===== src/rtl/wdt_reset_sequencer.sv =====
// Watchdog time base plus bite-to-board-reset sequencer with retry counting and sticky recovery.
// Optional build macro WDT_SEQ_BITE_COUNT_EN adds a saturating accepted-bite total at BASE+3.
module wdt_reset_sequencer #(
  parameter logic [4:0]  BASE_ADDR     = 5'h8,
  parameter logic [15:0] PRESCALE      = 16'd31,
  parameter logic [7:0]  ASSERT_TICKS  = 8'd4,
  parameter logic [7:0]  HOLDOFF_TICKS = 8'd8,
  parameter logic [2:0]  MAX_RETRIES   = 3'd3,
  parameter logic [7:0]  BOOTOK_VALUE  = 8'ha5
) (
  input  logic       clk,
  input  logic       rst,
  input  logic [4:0] csr_a,
  input  logic [7:0] csr_di,
  input  logic       csr_we,
  output logic [7:0] csr_do,
  output logic       wdt_ce,
  input  logic [1:0] bite_strobe,
  input  logic       recovery_req,
  output logic       reset_out,
  output logic       recovery_out,
  output logic       irq
);

  typedef enum logic [1:0] {S_IDLE = 2'd0, S_ASSERT = 2'd1, S_HOLDOFF = 2'd2} state_e;

  localparam logic [7:0] ASSERT_N = (ASSERT_TICKS == 8'd0) ? 8'd1 : ASSERT_TICKS;

  state_e      state_q, state_d;
  logic [15:0] presc_q, presc_d;
  logic [7:0]  tick_q, tick_d;
  logic [2:0]  retry_q, retry_d, retry_base;
  logic [1:0]  cause_q, cause_d;
  logic        reset_out_q, reset_out_d;
  logic        rec_q, rec_d;
  logic        irq_q, irq_d;
  logic [4:0]  off;
  logic        hit, wr_bootok, wr_clear, bite_acc, rec_set;
  logic [7:0]  reg3_val;

  assign off       = csr_a - BASE_ADDR;
  assign hit       = (off[4:2] == 3'd0);
  assign wr_bootok = csr_we && hit && (off[1:0] == 2'd1) && (csr_di == BOOTOK_VALUE);
  assign wr_clear  = csr_we && hit && (off[1:0] == 2'd2) && csr_di[0];
  assign bite_acc  = (state_q == S_IDLE) && (|bite_strobe);
  assign wdt_ce    = (presc_q == 16'd0);

  always_comb begin
    presc_d     = (presc_q == 16'd0) ? PRESCALE : presc_q - 16'd1;
    state_d     = state_q;
    tick_d      = tick_q;
    reset_out_d = reset_out_q;
    case (state_q)
      S_IDLE: if (bite_acc) begin
        state_d     = S_ASSERT;
        reset_out_d = 1'b1;
        tick_d      = 8'd0;
      end
      S_ASSERT: if (tick_q >= ASSERT_N) begin
        // A zero holdoff skips the blanking state entirely
        state_d     = (HOLDOFF_TICKS == 8'd0) ? S_IDLE : S_HOLDOFF;
        reset_out_d = 1'b0;
        tick_d      = 8'd0;
      end else if (wdt_ce) begin
        tick_d = tick_q + 8'd1;
      end
      S_HOLDOFF: if (tick_q >= HOLDOFF_TICKS) begin
        state_d = S_IDLE;
        tick_d  = 8'd0;
      end else if (wdt_ce) begin
        tick_d = tick_q + 8'd1;
      end
      default: begin
        state_d     = S_IDLE;
        reset_out_d = 1'b0;
        tick_d      = 8'd0;
      end
    endcase
  end

  // BOOTOK clears before a same-edge bite increments
  always_comb begin
    retry_base = wr_bootok ? 3'd0 : retry_q;
    retry_d    = retry_base;
    cause_d    = wr_bootok ? 2'd0 : cause_q;
    if (bite_acc) begin
      retry_d = (retry_base >= MAX_RETRIES) ? MAX_RETRIES : retry_base + 3'd1;
      cause_d = bite_strobe;
    end
    rec_set = (bite_acc && (retry_d == MAX_RETRIES)) || recovery_req;
    rec_d   = rec_q;
    if (wr_clear) rec_d = 1'b0;
    if (rec_set)  rec_d = 1'b1;
    irq_d = rec_d & ~rec_q;
  end

`ifdef WDT_SEQ_BITE_COUNT_EN
  logic [7:0] bcnt_q, bcnt_d;
  always_comb begin
    bcnt_d = bcnt_q;
    if (bite_acc && (bcnt_q != 8'hff)) bcnt_d = bcnt_q + 8'd1;
  end
  always_ff @(posedge clk) begin
    if (rst) bcnt_q <= 8'd0;
    else     bcnt_q <= bcnt_d;
  end
  assign reg3_val = bcnt_q;
`else
  assign reg3_val = 8'h00;
`endif

  always_comb begin
    csr_do = 8'h00;
    if (hit) begin
      case (off[1:0])
        2'd0:    csr_do = {rec_q, state_q, cause_q, retry_q};
        2'd3:    csr_do = reg3_val;
        default: csr_do = 8'h00;
      endcase
    end
  end

  always_ff @(posedge clk) begin
    if (rst) begin
      state_q     <= S_IDLE;
      presc_q     <= PRESCALE;
      tick_q      <= 8'd0;
      retry_q     <= 3'd0;
      cause_q     <= 2'd0;
      reset_out_q <= 1'b0;
      rec_q       <= 1'b0;
      irq_q       <= 1'b0;
    end else begin
      state_q     <= state_d;
      presc_q     <= presc_d;
      tick_q      <= tick_d;
      retry_q     <= retry_d;
      cause_q     <= cause_d;
      reset_out_q <= reset_out_d;
      rec_q       <= rec_d;
      irq_q       <= irq_d;
    end
  end

  assign reset_out    = reset_out_q;
  assign recovery_out = rec_q;
  assign irq          = irq_q;

endmodule


===== config.mk =====
export PLATFORM = sky130hd
export DESIGN_NAME = wdt_reset_sequencer
export DESIGN_NICKNAME = d
export VERILOG_FILES = /design/src/rtl/wdt_reset_sequencer.sv
export SDC_FILE = /design/constraint.sdc
export NUM_CORES = 1
export LEC_CHECK = 0
export BUFFER_PORTS_ARGS = -buffer_cell sky130_fd_sc_hd__buf_2
export CORE_MARGIN = 2
export CORE_UTILIZATION = 30
export DETAILED_ROUTE_END_ITERATION = 8
export GPL_ROUTABILITY_DRIVEN = 0
export GPL_TIMING_DRIVEN = 1
export SYNTH_ARGS = -nofsm -noshare
export SYNTH_HDL_FRONTEND = slang
export SYNTH_SLANG_ARGS = --single-unit

===== constraint.sdc =====
create_clock -name clk -period 9.9 [get_ports clk]
set_clock_uncertainty 0.05 [all_clocks]
set_input_delay 2.97 -clock clk [delete_from_list [all_inputs] [get_ports clk]]
set_output_delay 2.97 -clock clk [all_outputs]
set_load 0.1 [all_outputs]

==> summary.txt <==
outcome -> completed
Mean Syn Cell Area -> 8.64 um^2
total die area -> 6470 um^2
Arrival @ worst endpoint -> 4.52 ns
Die X -> 80.5 um
RSZ-0062 raised after global routing -> no
largest buffer count on any clock path -> 2
M1 GR Usage -> 15.7%
WL per Instance -> 12.3 um
Worst R2R Start -> presc_q[3]
pre-CTS WS -> 2.32 ns
DRC -> 0
hold path start -> presc_q[0]
core footprint -> 5570 um^2
I/O Buffers -> 30
Max Cap Viol -> 0
initial core utilization -> 31.5%
Total Wirelength -> 3780 um
initial DRC count -> 85
CTS Root Buffer Type -> clkbuf_8
final hold slack -> 0.370 ns
Fmax achieved -> 133 MHz
post-route ant nets -> 0
FFs w/ async S/R, synth -> 0%
area share of the largest cell type after synthesis -> 38.8%
multi-input combinational cell area -> 1000 um^2
later-pin clock latency in the skew report -> 0.29 ns
post-route cell area -> 2060 um^2
Top FF cell, synth -> dfxtp_1
Rel. slew slack -> 46.3%
layout cell share with drive strength beyond 1 -> 19.5%
cell count after synthesis -> 203
EDFF count, synth -> 0
vias per cell -> 5.01
largest net degree at the start of global routing -> 15
Crit. End Element -> output port
Hold WC Path Type -> reg2reg
WP data required -> 6.88 ns
GRT Total Usage -> 13.0%
GRT Residual Overflow -> 0
top cells by area, synth -> dfxtp_1 39%, ha_1 5.0%, xor2_1 5.0%
die height -> 80.5 um
H-tree depth -> 2
area grow syn2layout -> 17.6%
setup TNS -> 0 ns
post-synthesis register bit count -> 34
first-pass GRT wire length -> 6610 um
fin crit period -> 7.54 ns
GR Util met2 -> 21.4%
Critical path origin -> csr_a[2]
FF/Latch Area -> 681 um^2
detailed-route via count -> 1,543
Pleak -> 0.789 nW
postcts setup bufs -> 0
Power Density -> 199 nW/um^2
Max FO, Critical Path -> 6
Setup-failing EPs final -> 0
cell taking the most area after synthesis -> dfxtp_1
setup ws final -> 2.36 ns
Setup CP Type -> in2out
placed cell area -> 1970 um^2
TritonCTS Buffers -> 5
# fillers -> 590
fin. max-slew vios -> 0
PostCTS Resize Cnt -> 0
row count -> 27
nets -> 261
HPWL Detailed -> 2770 um
IO Pins -> 31
type of origin of the critical path -> input port
antenna violations before repair -> 0
number of synthesis warnings -> 0
syn nets -> 229
Post-CTS Hold Fix Bufs -> 0
total power -> 412 uW
vias in the first global route -> 1,519
DR pass1 iterations -> 4
TritonCTS clock tree -> done
worst vdd ir -> 0.0890 mV
Fin. Hold Viols -> 0
GR peak layer -> met2
Clock Sinks -> 34
Mapped Area -> 1750 um^2
antenna fix cells -> 0
final period utilization -> 76.1%
actual slew at the worst max-slew pin -> 0.798 ns
clk slew on worst S/H paths -> 0.07 ns
GR Util met3 -> 3.37%
post-synthesis sequential area ratio -> 38.8%
synth unique cells -> 45
-- final timing paths --
check               end  slack (ns)  cells past startpoint
max           csr_do[0]        2.36                      5
min          presc_q[0]        0.37                      1
max reg2reg  presc_q[9]        7.70                      4
min reg2reg  presc_q[0]        0.37                      1
-- layer usage --
layer	routed length, um	part of all wire, %	up-vias
met1	1790	47	695
li1	-	-	794
met5	0	0	-
met2	1660	44	48
met3	262	6.9	6
met4	59	1.6	0
-- where the power goes --
group	switching, mW	total, mW	internal (mW)	leakage (nW)
clock	0.0526	0.108	0.0559	0.0472
sequential	0.00923	0.161	0.152	0.277
combinational	0.0957	0.142	0.0464	0.465
-- synth_stat cells, types with 2 or more instances --
master / n
dfxtp_1: 34
nor2_1: 19
nand2_1: 16
a21oi_1: 14
inv_1: 12
xor2_1: 10
nand3_1: 9
nor3_1: 8
and2_1: 7
ha_1: 7
o21ai_0: 7
nand4_1: 6
nor3b_1: 5
nor4_1: 5
clkbuf_1: 4
xnor2_1: 3
a221oi_1: 2
a31oi_1: 2
nand2b_1: 2
nand4b_1: 2
nand4bb_1: 2
nor2b_1: 2
nor4_2: 2
or3_1: 2
-- state kept, by name, summed over array words and instances (netlist names) --
register      flops
cause_q           2
reset_out         1
presc_q          16
retry_q           3
state_q           2
tick_q            8
irq               1
recovery_out      1
-- cell families after synthesis --
kind of cell	count (synthesis)	share of synthesized area, %
AOI/OAI and AO/OA	36	14.2
adders and majority gates	7	4.99
buffers and inverters	17	4.07
xor gates and xnor gates	13	6.49
DFF	34	38.8
and+or+nand+nor	96	31.5
-- layout by cell type, fill, tap and decap left out, drive strengths merged, types with 2 or more instances in the layout --
cell type	n
a2111oi	2
a21oi	14
a221oi	2
a31oi	2
and2	7
buf	30
clkbuf	6
dfxtp	34
ha	7
inv	12
nand2	16
nand2b	2
nand3	9
nand4	6
nand4b	2
nand4bb	2
nor2	19
nor2b	2
nor3	8
nor3b	5
nor4	7
o21ai	7
or3	2
xnor2	3
xor2	10
-- area by class of cell --
type,instances,share of cell area (%)
clock buffers,6,4.00
clock inverters,2,0.606
inverters,12,2.18
multi-input cells,152,48.6
flip-flops and latches,34,33.0
well taps,72,4.37
repair buffers,30,7.28
-- critical path, stage by stage --
cell	delay, ns
buf_2	0.10
or4b_4	0.56
nor2_1	0.28
and2_1	0.18
buf_2	0.42
-- through the flow --
step	util (%)	instances
after global routing	37.0	308
after detailed placement	35.3	300
after floorplan	-	203
final	37.0	308
after CTS	37.0	308
after global placement	35.3	300
No activity file was read; power rests on OpenSTA's default activity.
